**src/rtl/alloc_wide_pkg.sv**
```systemverilog
// Shared types and sizing for the allocate/dispatch stage.
package alloc_wide_pkg;

  localparam int unsigned ALLOC_WIDTH = 2;
  localparam int unsigned ROB_DEPTH   = 32;
  localparam int unsigned RS_CREDITS  = 16;
  localparam int unsigned NUM_SOURCES = 2;
  localparam int unsigned SRC1        = 0;
  localparam int unsigned SRC2        = 1;

  localparam int unsigned ROB_ID_W   = $clog2(ROB_DEPTH) + 1;
  localparam int unsigned CNT_W      = $clog2(ALLOC_WIDTH + 1);
  localparam int unsigned CREDIT_W   = $clog2(RS_CREDITS + 1);
  localparam int unsigned REG_ADDR_W = 5;
  localparam int unsigned PREG_W     = 7;
  localparam int unsigned OPCODE_W   = 7;
  localparam int unsigned META_W     = 2;

  typedef logic [ROB_ID_W-1:0]   t_rob_id;
  typedef logic [CNT_W-1:0]      t_alloc_cnt;
  typedef logic [REG_ADDR_W-1:0] t_rv_reg_addr;
  typedef logic [PREG_W-1:0]     t_phys_reg;

  typedef struct packed {
    logic                                valid;
    logic [OPCODE_W-1:0]                 opcode;
    logic                                rd_valid;
    t_rv_reg_addr                        rd;
    t_rv_reg_addr [NUM_SOURCES-1:0]      src;
  } t_uinstr;

  typedef struct packed {
    t_phys_reg                           pdst;
    t_phys_reg [NUM_SOURCES-1:0]         psrc;
  } t_rename_pkt;

  typedef struct packed {
    t_uinstr                             uinstr;
    t_rob_id                             robid;
    t_rename_pkt                         rename;
    logic [META_W-1:0]                   meta;
  } t_disp_pkt;

  typedef struct packed {
    logic                                pdg;
    t_rob_id                             robid;
  } t_alloc_src;

  // Number of set bits in a lane mask.
  function automatic t_alloc_cnt popcount(input logic [ALLOC_WIDTH-1:0] m);
    t_alloc_cnt c;
    c = '0;
    for (int i = 0; i < int'(ALLOC_WIDTH); i++) c = c + t_alloc_cnt'(m[i]);
    return c;
  endfunction

  // True when the set bits of m are contiguous from bit 0.
  function automatic logic is_prefix(input logic [ALLOC_WIDTH-1:0] m);
    return (m & (m + ALLOC_WIDTH'(1))) == '0;
  endfunction

endpackage

```
**src/rtl/alloc_wide_src_bypass.sv**
```systemverilog
// Intra-group source dependency resolution for all lanes and sources.
module alloc_src_bypass
  import alloc_wide_pkg::*;
(
  input  logic [ALLOC_WIDTH-1:0] alloc,
  input  logic [ALLOC_WIDTH-1:0] dst_valid,
  input  t_rv_reg_addr           dst_addr   [ALLOC_WIDTH],
  input  t_rv_reg_addr           src_addr   [ALLOC_WIDTH][NUM_SOURCES],
  input  t_rob_id                lane_robid [ALLOC_WIDTH],
  input  logic                   rob_pdg    [ALLOC_WIDTH][NUM_SOURCES],
  input  t_rob_id                rob_robid  [ALLOC_WIDTH][NUM_SOURCES],
  output t_alloc_src             src_out    [ALLOC_WIDTH][NUM_SOURCES]
);

  // Start from the ROB view; later (younger) matching older lanes override earlier ones.
  always_comb begin
    for (int k = 0; k < int'(ALLOC_WIDTH); k++) begin
      for (int s = 0; s < int'(NUM_SOURCES); s++) begin
        src_out[k][s] = '{pdg: rob_pdg[k][s], robid: rob_robid[k][s]};
        for (int j = 0; j < int'(ALLOC_WIDTH); j++) begin
          if ((j < k) && alloc[j] && dst_valid[j] &&
              (dst_addr[j] == src_addr[k][s]) && (src_addr[k][s] != '0)) begin
            src_out[k][s] = '{pdg: 1'b1, robid: lane_robid[j]};
          end
        end
      end
    end
  end

endmodule

```
**src/rtl/alloc_wide.sv**
```systemverilog
// Allocate/dispatch stage: in-order group allocation into a single RA1 slot,
// ROB id assignment, intra-group bypass, and credit-throttled dispatch.
module alloc_wide
  import alloc_wide_pkg::*;
(
  input  logic                  clk,
  input  logic                  reset_n,
  input  logic                  nuke_valid_rb1,
  input  t_uinstr               uinstr_ra0            [ALLOC_WIDTH],
  input  t_rename_pkt           rename_ra0            [ALLOC_WIDTH],
  input  t_rob_id               next_robid_ra0,
  input  logic [ROB_ID_W-1:0]   rob_free_cnt_ra0,
  output t_rv_reg_addr          src_addr_ra0          [ALLOC_WIDTH][NUM_SOURCES],
  input  logic                  rob_src_reg_pdg_ra0   [ALLOC_WIDTH][NUM_SOURCES],
  input  t_rob_id               rob_src_reg_robid_ra0 [ALLOC_WIDTH][NUM_SOURCES],
  output logic [ALLOC_WIDTH-1:0] alloc_ra0,
  output t_alloc_cnt            alloc_cnt_ra0,
  output logic                  alloc_ready_ra0,
  input  logic                  rs_stall_rs0,
  input  t_alloc_cnt            rs_credit_ret_rs0,
  output logic [ALLOC_WIDTH-1:0] disp_valid_rs0,
  output t_disp_pkt             disp_pkt_rs0          [ALLOC_WIDTH],
  output t_alloc_src            disp_src_rs0          [ALLOC_WIDTH][NUM_SOURCES]
);

  logic [ALLOC_WIDTH-1:0] ra1_mask;
  t_disp_pkt              ra1_pkt [ALLOC_WIDTH];
  t_alloc_src             ra1_src [ALLOC_WIDTH][NUM_SOURCES];
  logic [CREDIT_W-1:0]    rs_credits;
  logic [CREDIT_W:0]      credits_next;

  t_alloc_cnt             ra1_cnt;
  logic                   disp_go;
  logic [ALLOC_WIDTH-1:0] uop_valid;
  logic [ALLOC_WIDTH-1:0] dst_valid;
  t_rv_reg_addr           dst_addr   [ALLOC_WIDTH];
  t_rob_id                lane_robid [ALLOC_WIDTH];
  t_alloc_src             lane_src   [ALLOC_WIDTH][NUM_SOURCES];

  // Per-lane field extraction, ROB source lookup and consecutive ROB ids (wrap via natural overflow).
  always_comb begin
    for (int k = 0; k < int'(ALLOC_WIDTH); k++) begin
      uop_valid[k]  = uinstr_ra0[k].valid;
      dst_valid[k]  = uinstr_ra0[k].rd_valid;
      dst_addr[k]   = uinstr_ra0[k].rd;
      lane_robid[k] = next_robid_ra0 + ROB_ID_W'(k);
      for (int s = 0; s < int'(NUM_SOURCES); s++) begin
        src_addr_ra0[k][s] = uinstr_ra0[k].src[s];
      end
    end
  end

  assign ra1_cnt = popcount(ra1_mask);
  assign disp_go = (ra1_cnt != '0) & ~rs_stall_rs0 &
                   (rs_credits >= CREDIT_W'(ra1_cnt)) & ~nuke_valid_rb1;
  assign alloc_ready_ra0 = ~nuke_valid_rb1 & ((ra1_cnt == '0) | disp_go);
  assign disp_valid_rs0  = ra1_mask & {ALLOC_WIDTH{disp_go}};

  // Prefix allocation limited by slot readiness and ROB free entries.
  always_comb begin
    logic run;
    alloc_ra0 = '0;
    run       = alloc_ready_ra0;
    for (int k = 0; k < int'(ALLOC_WIDTH); k++) begin
      run = run & uop_valid[k] & (ROB_ID_W'(k) < rob_free_cnt_ra0);
      alloc_ra0[k] = run;
    end
  end

  assign alloc_cnt_ra0 = popcount(alloc_ra0);

  alloc_src_bypass u_bypass (
    .alloc      (alloc_ra0),
    .dst_valid  (dst_valid),
    .dst_addr   (dst_addr),
    .src_addr   (src_addr_ra0),
    .lane_robid (lane_robid),
    .rob_pdg    (rob_src_reg_pdg_ra0),
    .rob_robid  (rob_src_reg_robid_ra0),
    .src_out    (lane_src)
  );

  // Credit update: dispatched entries consumed, returns always counted.
  assign credits_next = (CREDIT_W+1)'(rs_credits)
                      - (disp_go ? (CREDIT_W+1)'(ra1_cnt) : '0)
                      + (CREDIT_W+1)'(rs_credit_ret_rs0);

  // RS credit counter.
  always_ff @(posedge clk or negedge reset_n) begin
    if (!reset_n) rs_credits <= CREDIT_W'(RS_CREDITS);
    else          rs_credits <= CREDIT_W'(credits_next);
  end

  // RA1 slot: load a newly allocated group, otherwise empty on dispatch or nuke.
  always_ff @(posedge clk or negedge reset_n) begin
    if (!reset_n) begin
      ra1_mask <= '0;
      for (int k = 0; k < int'(ALLOC_WIDTH); k++) begin
        ra1_pkt[k] <= '0;
        for (int s = 0; s < int'(NUM_SOURCES); s++) ra1_src[k][s] <= '0;
      end
    end else if (alloc_ra0 != '0) begin
      ra1_mask <= alloc_ra0;
      for (int k = 0; k < int'(ALLOC_WIDTH); k++) begin
        ra1_pkt[k] <= alloc_ra0[k] ? t_disp_pkt'{uinstr: uinstr_ra0[k], robid: lane_robid[k],
                                                 rename: rename_ra0[k], meta: '0} : '0;
        for (int s = 0; s < int'(NUM_SOURCES); s++) begin
          ra1_src[k][s] <= alloc_ra0[k] ? lane_src[k][s] : '0;
        end
      end
    end else if (disp_go | nuke_valid_rb1) begin
      ra1_mask <= '0;
    end
  end

  // Dispatch payload comes straight from the RA1 slot.
  always_comb begin
    for (int k = 0; k < int'(ALLOC_WIDTH); k++) begin
      disp_pkt_rs0[k] = ra1_pkt[k];
      for (int s = 0; s < int'(NUM_SOURCES); s++) disp_src_rs0[k][s] = ra1_src[k][s];
    end
  end

  // Interface and credit invariants.
  a_uop_prefix:   assert property (@(posedge clk) disable iff (!reset_n) is_prefix(uop_valid));
  a_disp_prefix:  assert property (@(posedge clk) disable iff (!reset_n) is_prefix(disp_valid_rs0));
  a_credit_range: assert property (@(posedge clk) disable iff (!reset_n)
                                   credits_next <= (CREDIT_W+1)'(RS_CREDITS));

endmodule

```
**config.mk**
```make
export PLATFORM = sky130hd
export DESIGN_NAME = alloc_wide
export DESIGN_NICKNAME = d
export VERILOG_FILES = /design/src/rtl/alloc_wide_pkg.sv /design/src/rtl/alloc_wide_src_bypass.sv /design/src/rtl/alloc_wide.sv
export SDC_FILE = /design/constraint.sdc
export NUM_CORES = 1
export LEC_CHECK = 0
export ABC_AREA = 1
export BUFFER_PORTS_ARGS = -buffer_cell sky130_fd_sc_hd__buf_2
export CAP_MARGIN = 20
export CORE_MARGIN = 8
export CORE_UTILIZATION = 40
export DETAILED_ROUTE_END_ITERATION = 16
export PLACE_DENSITY = 0.76
export SYNTH_ARGS = -nofsm -noshare
export SYNTH_HDL_FRONTEND = slang
export SYNTH_SLANG_ARGS = --single-unit
```
**constraint.sdc**
```tcl
create_clock -name clk -period 3.7 [get_ports clk]
set_clock_uncertainty 0.15 [all_clocks]
set_input_delay 0.37 -clock clk [delete_from_list [all_inputs] [get_ports clk]]
set_output_delay 0.37 -clock clk [all_outputs]
set_load 0.005 [all_outputs]
```
==> results.md, run 1 <==
- Final hold vios: 0
- Gr ovfl total: 0
- Crit Path Class: flop to primary output
- Max-cap violation count: 0
- Total track usage: 20.3%
- Yosys top cell by area: dfrtp_1
- Worst-path fanout max: 13
- Final Power: 0.00463 W
- Diodes inserted: 0
- Most Crowded Layer GR: met2
- Met1 global-route usage: 23.2%
- Slowest cell on the critical path: dfrtp_1
- Setup Buffers After CTS: 0
- Height of the die: 141 um
- Unrepaired setup endpoints after global routing: false
- DR DRC count: 0
- Kind of end point of the critical path: primary output
- Global placement routability congestion: 0.847
- Synth cell count leaders: nand2_1 (322), dfrtp_1 (136), nand3_1 (87)
- Prevailing post-synth register cell: dfrtp_1
- Synth Register Bits: 137
- Die Width: 141 um
- Post-Synth Adder-Cell Area: 3.64%
- Inserted Clock Buffers: 17
- 1st-pass router iterations: 4
- Pleak: 5.26 nW
- R2r startpoint: ra1_mask[0]$_DFFE_PN0P_
- Area contributors post-synth: dfrtp_1 (54%), nand2_1 (19%), nand3_1 (7.0%), buf_4 (3.5%), ha_1 (3.0%)
- Worst-Skew Late Latency: 410 ps
- P&R area growth vs syn: 38.3%
- Via Count: 5810
- CTS tree: built
- EDFF count, synth: 0
- Post-Synth Simple-Gate Area: 28.9%
- H-tree levels: 4
- Largest net degree at the start of global routing: 81
- CP required: 3180 ps
- Critical path buffer and inverter count: 2
- ANT nets after route: 0
- Clk sinks: 137
- Worst setup startpoint: ra1_mask[0]$_DFFE_PN0P_
- I/O pin total: 297
- Worst min path class: input port to flop
- Outcome: finished clean
- Clock Path Buffers: 2
- Count leader, synth: nand2_1
- CTS Root Cell: clkbuf_16
- Sequential-to-total area share from yosys stat: 54.8%
- Synth Area in XOR/XNOR: 1.96%
- Vias per Instance: 4.63
- Max Slew Vio Count: 0
- Row count: 45
- Ratio of cells with drive above 1 in the final layout: 33.2%
- Nets@finish: 1184
- Port bufs: 292
- HP Start: rename_ra0[17]
- Combinational family with the most area after synthesis: simple AND/OR/NAND/NOR gates
- Number of global-route vias before repair: 6133
- Wire per inst: 15.8 um
- Pwr/cell area: 535 mW/mm2
- Sum Neg Setup Slack: 0 ps
- Yosys cell types: 31
- Met2 usage: 34.4%
- CP cell instances: inv_1 > ha_1 > ha_1 > nand3_1 > nand2_1 > nand2_1 > nand2_1 > nand2_1 > nand2_2 > nand3_2 > nor2_4 > ha_1 > buf_2
- Tcrit/Tclk final: 88.9%
- Slowest cell delay on critical path: 380 ps
- Initial Util: 41.0%
- F_max: 0.304 GHz
- First-pass GRT wire length: 32000 um
- Final setup fails: 0
- Final Core Density: 56.8%
- CTS clk-pin slew, worst paths: 60 ps
- Fin crit period: 3290 ps
- Delay-heaviest family, CP: adder cells
- Max_slew headroom: 47.8%
- Post-DP HPWL: 14500 um
- Post-synthesis cell area: 0.00626 mm2
- Avg Inst Size Synth: 8.50 um2
- WHS: 22.7 ps
- Die ar.: 0.0199 mm2
- Synth warn: 0
- Initial antenna violation count: 0
- Routed WL: 19900 um
- Met3 Use GR: 7.12%
- Post-synthesis mux area share: 0%
- Worst Path Arrival: 2770 ps
- Synth async-reset ratio: 100%
- DRT iter0 DRCs: 381
- Yosys top cell area share: 54.3%
- Maximum resistive drop on vdd: 0.302 mV
- Core Area: 0.0153 mm2
- Crit start category: flop
- Worst slew pin tran: 782 ps
- Worst path most repeated cell: nand2_1
- Cells after synthesis: 737
- Compound-Gate Fraction of Synth Area: 1.88%
[cell type report]
| type | instances | area, um2 |
|---|---|---|
| Timing Repair Buffer | 330 | 1870 |
| Clock inverter | 14 | 161 |
| Inverter | 51 | 191 |
| Fill cell | 1410 | 6600 |
| Tap cell | 211 | 264 |
| Sequential cell | 137 | 3430 |
| Clock buffer | 18 | 439 |
| Multi-Input combinational cell | 494 | 2310 |
[flip-flops by register name, summed over array words and instances (netlist names)]
register / flops
disp_pkt_rs0: 102
disp_src_rs0: 28
rs_credits: 5
ra1_mask: 2
[logic make-up after synthesis]
family,Yosys count
simple gates,437
fa+ha+maj,17
flops,137
buf+inv,109
other cells,1
compound gates,22
xor+xnor,14
[worst paths after layout]
| check | to | slack [ps] | cells past startpoint |
|---|---|---|---|
| worst min register to register | disp_pkt_rs0[9]$_DFFE_PN0P_ | 320 | 2 |
| min in group asynchronous | disp_pkt_rs0[101]$_DFFE_PN0P_ | 390 | 2 |
| max in group asynchronous | disp_pkt_rs0[16]$_DFFE_PN0P_ | 2210 | 3 |
| worst min-delay path | disp_pkt_rs0[19]$_DFFE_PN0P_ | 20 | 3 |
| worst max-delay path | alloc_cnt_ra0[0] | 410 | 13 |
| worst max register to register | rs_credits[4]$_DFF_PN1_ | 500 | 16 |
[report_power, final]
group | total, W | internal (W) | switching (W)
logic | 0.00108 | 0.000447 | 0.000630
registers | 0.00185 | 0.00173 | 0.000121
clock network | 0.00171 | 0.00103 | 0.000683
total | 0.00463 | 0.00320 | 0.00143
[stage by stage]
stage / instance area (um2) / setup slack, ps / instances
2_1_floorplan: 6270 / 718 / 740
3_3_place_gp: 7760 / 587 / 1193
3_5_place_dp: 7760 / 503 / 1193
4_1_cts: 8660 / 367 / 1255
5_1_grt: 8660 / 229 / 1255
6_report: 8660 / 411 / 1255
[worst reg2reg max path: cells and delay by family, from the launching register on]
family                   cells  cell delay (ps)
AO/OA/AOI/OAI                1              160
XOR/XNOR                     1              170
adder cells (fa/ha/maj)      4             1520
buffers and inverters        2              140
flip-flops                   1              380
AND/OR/NAND/NOR              8              620
[routing by layer]
metal,part of all wire (%),routed length (um)
met3,8.8,1750
met2,49,9780
met4,1.7,334
met5,0,0
met1,40,8020
[timing repair]
| item | in CTS | in global routing |
|---|---|---|
| hold endpoints to repair | 107 | 0 |
| hold buffers | 30 | 0 |
| gates resized for setup | 0 | 0 |
[layout by cell type (no fill, tap or decap), types with 2 or more instances in the layout]
cell	netlist	routed
nor2_1	17	17
clkbuf_16	0	17
o21ai_0	9	9
conb_1	1	4
inv_1	47	46
ha_1	15	14
inv_2	4	5
buf_4	29	5
nand2_1	322	322
dlygate4sd3_1	0	30
buf_12	0	3
clkinv_4	0	3
nand3_1	87	87
xor2_1	7	7
bufinv_16	0	2
clkinvlp_4	0	2
a21oi_1	4	4
nand4_1	2	2
nor2_4	2	3
xnor2_1	7	7
fa_1	2	2
buf_2	5	291
inv_6	0	5
dfrtp_1	136	136
o21ai_1	7	7
No activity file was read; power rests on OpenSTA's default activity.
==> run 2: changes to the inputs <==
--- a/config.mk
+++ b/config.mk
@@ -8,8 +8,10 @@
 export ABC_AREA = 1
 export BUFFER_PORTS_ARGS = -buffer_cell sky130_fd_sc_hd__buf_2
 export CAP_MARGIN = 20
+export CORE_ASPECT_RATIO = 0.75
 export CORE_MARGIN = 8
 export CORE_UTILIZATION = 40
+export CTS_BUF_LIST = sky130_fd_sc_hd__clkbuf_4 sky130_fd_sc_hd__clkbuf_8
 export DETAILED_ROUTE_END_ITERATION = 16
 export PLACE_DENSITY = 0.76
 export SYNTH_ARGS = -nofsm -noshare
==> run 2 against run 1 <==
Global-route usage is 1.4 points higher. First-iteration DRC count grew 29%. Hold slack better by 7.1 ps. Core utilization up 1.8 points. Worst setup slack improved by 79 ps. Total power decreased by 11%. Count of clock-buffer cells in the layout rose by 1. Register-to-register slack about the same. Cell count increased by 3.9%. Sequential power is essentially flat. Critical path type is now flop to flop. Largest power group unchanged. Highest routed layer unchanged.
==> results.md, run 2 (synthesis results as in run 1) <==
- Worst Path Arrival: 3430 ps (was 2770 ps)
- First-pass GRT wire length: 35000 um (was 32000 um)
- H-tree levels: 4 (unchanged)
- Largest net degree at the start of global routing: 85 (was 81)
- Final setup fails: 0 (unchanged)
- Total track usage: 21.7% (was 20.3%)
- Gr ovfl total: 0 (unchanged)
- Global placement routability congestion: 0.858 (was 0.847)
- Combinational Power Share: 27.8% (was 23.2%)
- WHS: 29.8 ps (was 22.7 ps)
- CP cell instances: inv_1 > ha_1 > ha_1 > nand3_1 > nand2_1 > nand2_1 > nand2_1 > nand3_1 > nor2_1 > fa_1 > inv_1 > fa_1 > a21oi_1 > nor2_1 > nor2_1 > xor2_1 (was inv_1 > ha_1 > ha_1 > nand3_1 > nand2_1 > nand2_1 > nand2_1 > nand2_1 > nand2_2 > nand3_2 > nor2_4 > ha_1 > buf_2)
- Port bufs: 292 (unchanged)
- Clock Path Buffers: 2 (unchanged)
- Final hold vios: 0 (unchanged)
- CTS clk-pin slew, worst paths: 80 ps (was 60 ps)
- Inst Count DP: 1188 (was 1193)
- R2r startpoint: ra1_mask[0]$_DFFE_PN0P_ (unchanged)
- Non-filler cells, final: 1304 (was 1255)
- F_max: 0.312 GHz (was 0.304 GHz)
- CTS Root Cell: clkbuf_8 (was clkbuf_16)
- Die ar.: 0.0200 mm2 (was 0.0199 mm2)
- Max FFs per register: 102 (unchanged)
- Worst-Skew Late Latency: 430 ps (was 410 ps)
- 1st-pass router iterations: 6 (was 4)
- Inserted Clock Buffers: 17 (unchanged)
- I/O pin total: 297 (unchanged)
- Routed WL: 21800 um (was 19900 um)
- Ratio of cells with drive above 1 in the final layout: 31.7% (was 33.2%)
- HP Start: uinstr_ra0[27] (was rename_ra0[17])
- Initial antenna violation count: 3 (was 0)
- Fin crit period: 3210 ps (was 3290 ps)
- Outcome: finished clean (unchanged)
- ANT nets after route: 0 (unchanged)
- Nets@finish: 1237 (was 1184)
- P&R area growth vs syn: 42.8% (was 38.3%)
- Psw: 0.00137 W (was 0.00143 W)
- Commonest cells after routing, fill and taps aside: nand2_1 (322), buf_2 (291), dfrtp_1 (136) (unchanged)
- Final Instance Area: 0.00894 mm2 (was 0.00866 mm2)
- Commonest non-fill, non-tap cell in the layout: nand2_1 (unchanged)
- Pleak: 5.36 nW (was 5.26 nW)
- Worst slew pin tran: 784 ps (was 782 ps)
- Tcrit/Tclk final: 86.8% (was 88.9%)
- Worst-path fanout max: 4 (was 13)
- Post-DP HPWL: 14900 um (was 14500 um)
- Slowest cell on the critical path: fa_1 (was dfrtp_1)
- Row count: 39 (was 45)
- Worst setup startpoint: ra1_mask[0]$_DFFE_PN0P_ (unchanged)
- Area of the multi-input gates: 0.00231 mm2 (unchanged)
- Unrepaired setup endpoints after global routing: false (unchanged)
- Maximum resistive drop on vdd: 0.268 mV (was 0.302 mV)
- Clock share of power: 27.6% (was 36.9%)
- Number of global-route vias before repair: 6628 (was 6133)
- Die Width: 160 um (was 141 um)
- Max Slew Vio Count: 0 (unchanged)
- Crit Path Class: flop to flop (was flop to primary output)
- DR DRC count: 0 (unchanged)
- Initial Util: 41.0% (about the same)
- DRT iter0 DRCs: 493 (was 381)
- Worst min path class: input port to flop (unchanged)
- Wire per inst: 16.8 um (was 15.8 um)
- Max-cap violation count: 0 (unchanged)
- Crit start category: flop (unchanged)
- Sequential group share of total power: 44.6% (was 39.8%)
- Max_slew headroom: 47.7% (was 47.8%)
- Kind of end point of the critical path: flop (was primary output)
- Core Area: 0.0153 mm2 (about the same)
- Height of the die: 124 um (was 141 um)
- FF/Latch Area: 0.00343 mm2 (unchanged)
- Vias per Instance: 4.83 (was 4.63)
- Pwr/cell area: 463 mW/mm2 (was 535 mW/mm2)
- P_int: 0.00277 W (was 0.00320 W)
- # fillers: 1277 (was 1410)
- Placed cell areas: 0.00775 mm2 (was 0.00776 mm2)
- Clk sinks: 137 (unchanged)
- Sw frac: 33.1% (was 30.9%)
- CTS tree: built (unchanged)
- Sum Neg Setup Slack: 0 ps (unchanged)
- Via Count: 6303 (was 5810)
- CP required: 3920 ps (was 3180 ps)
- Slowest cell delay on critical path: 480 ps (was 380 ps)
run 2: cell count changes in the layout (fill, tap and decap cells not counted), sizes merged:
cell / previous run / this run
buf: 300 / 301
bufinv: 2 / 1
clkbuf: 18 / 19
clkinv: 4 / 7
clkinvlp: 2 / 4
diode: 0 / 3
dlygate4sd3: 30 / 82
inv: 57 / 51
run 2: repair_timing:
item	in CTS	in global routing
endpoints found under the hold margin	162	1
gates resized for setup	0	0
hold buffers	81	1
setup buffers	0	0
run 2: metrics by stage:
stage / util, % / setup WS [ps] / total power (W)
floorplan: - / 718 / 0.00245
global placement: 50.7 / 637 / 0.00292
detailed placement: 50.7 / 527 / 0.00295
CTS: 58.4 / 484 / 0.00417
global route: 58.5 / 211 / 0.00442
finish: 58.5 / 490 / 0.00414
run 2: per-layer routing:
layer / vias to the layer above / track usage (%) / wire length [um]
li1: 2953 / - / -
met2: 345 / 34.2 / 10100
met5: - / 0 / 0
met4: 0 / 8.33 / 618
met1: 2962 / 25.6 / 8660
met3: 43 / 9.64 / 2470
run 2: layout make-up:
class	instances	share of cell area [%]
sequential	137	38.4
timing repair buffer	383	26.6
multi-input combinational	494	25.8
clock buffer	19	2.92
tap	205	2.87
inverter	51	2.14
clock inverter	12	1.15
antenna	3	0.0840
run 2: path summary, 6_finish.rpt:
check | endpoint | cells past startpoint | slack, ps
setup / recovery | rs_credits[4]$_DFF_PN1_ | 16 | 490
setup reg to reg | rs_credits[4]$_DFF_PN1_ | 16 | 490
hold reg to reg | disp_pkt_rs0[91]$_DFFE_PN0P_ | 2 | 320
min in group asynchronous | disp_pkt_rs0[31]$_DFFE_PN0P_ | 2 | 400
hold / removal | disp_pkt_rs0[85]$_DFFE_PN0P_ | 3 | 30
max in group asynchronous | disp_pkt_rs0[100]$_DFFE_PN0P_ | 3 | 2220
run 2: power groups by stage:
stage | Sequential, W | Combinational (W) | Clock [W]
after floorplan | 0.00188 | 0.000575 | 0
after global placement | 0.00186 | 0.00106 | 0
after global routing | 0.00187 | 0.00131 | 0.00125
final | 0.00184 | 0.00115 | 0.00114
after CTS | 0.00184 | 0.00115 | 0.00117
after detailed placement | 0.00186 | 0.00108 | 0
run 2: worst max-delay path, delay by kind of cell, from the launching register on:
kind	cells	cell delay (ps)
DFF	1	370
xor gates and xnor gates	1	150
buffers and inverters	2	140
and+or+nand+nor	8	640
adders and majority gates	4	1540
AOI/OAI and AO/OA	1	150
==> run 3: changes to the inputs <==
--- a/config.mk
+++ b/config.mk
@@ -14,6 +14,7 @@
 export CTS_BUF_LIST = sky130_fd_sc_hd__clkbuf_4 sky130_fd_sc_hd__clkbuf_8
 export DETAILED_ROUTE_END_ITERATION = 16
 export PLACE_DENSITY = 0.76
+export RECOVER_POWER = 25
 export SYNTH_ARGS = -nofsm -noshare
 export SYNTH_HDL_FRONTEND = slang
 export SYNTH_SLANG_ARGS = --single-unit
==> run 3 against run 2 <==
The flow now finishes with violations (capacitance limit, slew limit). Sequential share of layout area up 0.15 points. Flip-flop and latch count stayed put. Register-to-register slack is essentially flat. Routed wire length shrank 0.16%. Global-route usage stayed put. Core utilization down 0.22 points. Critical path depth unchanged. Cell count is the same. Count of clock-buffer cells in the layout unchanged. First-iteration DRC count is 5.7% higher. Combinational power about the same. Critical path type unchanged. Largest cell class unchanged.
==> results.md, run 3 (synthesis results as in run 1) <==
- Outcome: complete, but fails checks (was finished clean)
- Failing checks: capacitance limit, slew limit
- First-pass GRT wire length: 35000 um (unchanged)
- Crit Path Class: flop to flop (unchanged)
- Pleak: 5.29 nW (was 5.36 nW)
- Ratio of cells with drive above 1 in the final layout: 29.7% (was 31.7%)
- Final hold vios: 0 (unchanged)
- Flop-to-flop setup slack: 490 ps (about the same)
- Commonest cells after routing, fill and taps aside: nand2_1 (322), buf_2 (269), dfrtp_1 (136) (was nand2_1 (322), buf_2 (291), dfrtp_1 (136))
- DRT iter0 DRCs: 521 (was 493)
- Max_slew headroom: -41.8% (was 47.7%)
- Max FFs per register: 102 (unchanged)
- CP required: 3920 ps (about the same)
- Initial Util: 41.0% (unchanged)
- Post-place setup slack: 527 ps (unchanged)
- Combinational Power Share: 27.7% (was 27.8%)
- Psw: 0.00137 W (about the same)
- Tcrit/Tclk final: 86.8% (about the same)
- Die ar.: 0.0200 mm2 (unchanged)
- Post-DP HPWL: 14900 um (unchanged)
- ANT nets after route: 0 (unchanged)
- P_int: 0.00276 W (was 0.00277 W)
- CTS resizes: 0 (unchanged)
- Height of the die: 124 um (unchanged)
- R2r startpoint: ra1_mask[0]$_DFFE_PN0P_ (unchanged)
- Kind of end point of the critical path: flop (unchanged)
- Die Width: 160 um (unchanged)
- Gr ovfl total: 0 (unchanged)
- Total track usage: 21.7% (unchanged)
- Worst min path class: input port to flop (unchanged)
- Clock Path Buffers: 2 (unchanged)
- FF-to-FF path depth: 16 (unchanged)
- 1st-pass router iterations: 6 (unchanged)
- P&R area growth vs syn: 42.2% (was 42.8%)
- I/O pin total: 297 (unchanged)
- Initial antenna violation count: 3 (unchanged)
- Sw frac: 33.1% (about the same)
- Worst-Skew Late Latency: 430 ps (about the same)
- H-tree levels: 4 (unchanged)
- Sum Neg Setup Slack: 0 ps (unchanged)
- CTS Root Cell: clkbuf_8 (unchanged)
- Worst Path Arrival: 3430 ps (about the same)
- Fin crit period: 3210 ps (about the same)
- F_max: 0.311 GHz (was 0.312 GHz)
- Clock share of power: 27.6% (about the same)
- Row count: 39 (unchanged)
- Port bufs: 292 (unchanged)
- Inst Count DP: 1188 (unchanged)
- Worst slew pin tran: 2130 ps (was 784 ps)
- Commonest non-fill, non-tap cell in the layout: nand2_1 (unchanged)
- Crit start category: flop (unchanged)
- Final setup fails: 0 (unchanged)
- Unrepaired setup endpoints after global routing: false (unchanged)
- Worst setup startpoint: ra1_mask[0]$_DFFE_PN0P_ (unchanged)
- Max Slew Vio Count: 84 (was 0)
- DR DRC count: 0 (unchanged)
- Hold Path Depth: 3 (unchanged)
- CTS clk-pin slew, worst paths: 80 ps (about the same)
- Via Count: 6282 (was 6303)
- Non-filler cells, final: 1304 (unchanged)
- Global placement routability congestion: 0.858 (unchanged)
- Number of global-route vias before repair: 6628 (unchanged)
- R2r endpoint: rs_credits[4]$_DFF_PN1_ (unchanged)
- Routed WL: 21800 um (about the same)
- Largest net degree at the start of global routing: 85 (unchanged)
- Vias per Instance: 4.82 (was 4.83)
- Nets@finish: 1237 (unchanged)
- Wire per inst: 16.7 um (was 16.8 um)
- Worst setup margin: 490 ps (about the same)
- Core Area: 0.0153 mm2 (unchanged)
- Worst setup path endpoint: rs_credits[4]$_DFF_PN1_ (unchanged)
- Sequential group share of total power: 44.7% (was 44.6%)
- Inserted Clock Buffers: 17 (unchanged)
- Max-cap violation count: 1 (was 0)
- Pwr/cell area: 464 mW/mm2 (was 463 mW/mm2)
- Worst-path fanout max: 4 (unchanged)
- CTS tree: built (unchanged)
- Maximum resistive drop on vdd: 0.268 mV (about the same)
- Clk sinks: 137 (unchanged)
run 3: cell types whose count changed in the layout (fill, tap and decap cells not counted):
cell      delta
clkbuf_1    +22
buf_6        -1
buf_2       -22
clkbuf_2     +1
run 3: per-layer routing:
metal / track usage (%) / part of all wire (%) / vias to the layer above / routed length [um]
li1: - / - / 2953 / -
met1: 25.6 / 40 / 2967 / 8730
met4: 8.33 / 2.7 / 0 / 583
met5: 0 / 0 / - / 0
met2: 34.2 / 46 / 321 / 10100
met3: 9.64 / 11 / 41 / 2360
run 3: worst max-delay path, cell delays in order (launching register included):
cell and delay, ps:
dfrtp_1 370, inv_1 70, ha_1 310, ha_1 280, nand3_1 80, nand2_1 50
nand2_1 50, nand2_1 60, nand3_1 170, nor2_1 80, fa_1 480, inv_1 70
fa_1 470, a21oi_1 150, nor2_1 50, nor2_1 100, xor2_1 150
run 3: cell type report:
type / instances / area (um2)
Timing Repair Buffer: 383 / 2350
Fill cell: 1294 / 6370
Inverter: 51 / 191
Clock inverter: 12 / 103
Sequential cell: 137 / 3430
Tap cell: 205 / 256
Multi-Input combinational cell: 494 / 2310
Antenna cell: 3 / 7.51
Clock buffer: 19 / 262
run 3: what timing repair did:
item,CTS,global route
hold buffers,81,1
endpoints found under the setup margin,0,0
endpoints found under the hold margin,162,1
setup buffers,0,0
run 3: power groups by stage:
stage | Clock (W) | Sequential, W | Combinational (W)
floorplan | 0 | 0.00188 | 0.000575
global placement | 0 | 0.00186 | 0.00106
detailed placement | 0 | 0.00186 | 0.00108
CTS | 0.00117 | 0.00184 | 0.00115
global route | 0.00125 | 0.00187 | 0.00130
finish | 0.00114 | 0.00185 | 0.00115
run 3: stage by stage:
step	instance area [um2]	util [%]	hold slack [ps]	total power, W
6_report	8910	58.3	31.1	0.00413
5_1_grt	8910	58.3	15.6	0.00442
4_1_cts	8920	58.4	2.49	0.00417
3_5_place_dp	7750	50.7	310	0.00295
3_3_place_gp	7750	50.7	308	0.00292
2_1_floorplan	6270	-	-75.6	0.00245
run 3: worst min path at each step:
stage	start	end	slack (ps)
global placement	disp_pkt_rs0[49]$_DFFE_PN0P_	disp_pkt_rs0[49]$_DFFE_PN0P_	310
CTS	rename_ra0[30]	disp_pkt_rs0[64]$_DFFE_PN0P_	2
floorplan	reset_n	disp_pkt_rs0[100]$_DFFE_PN0P_	-80
finish	rename_ra0[30]	disp_pkt_rs0[64]$_DFFE_PN0P_	30
detailed placement	disp_pkt_rs0[56]$_DFFE_PN0P_	disp_pkt_rs0[56]$_DFFE_PN0P_	310
global route	uinstr_ra0[3]	disp_pkt_rs0[32]$_DFFE_PN0P_	20
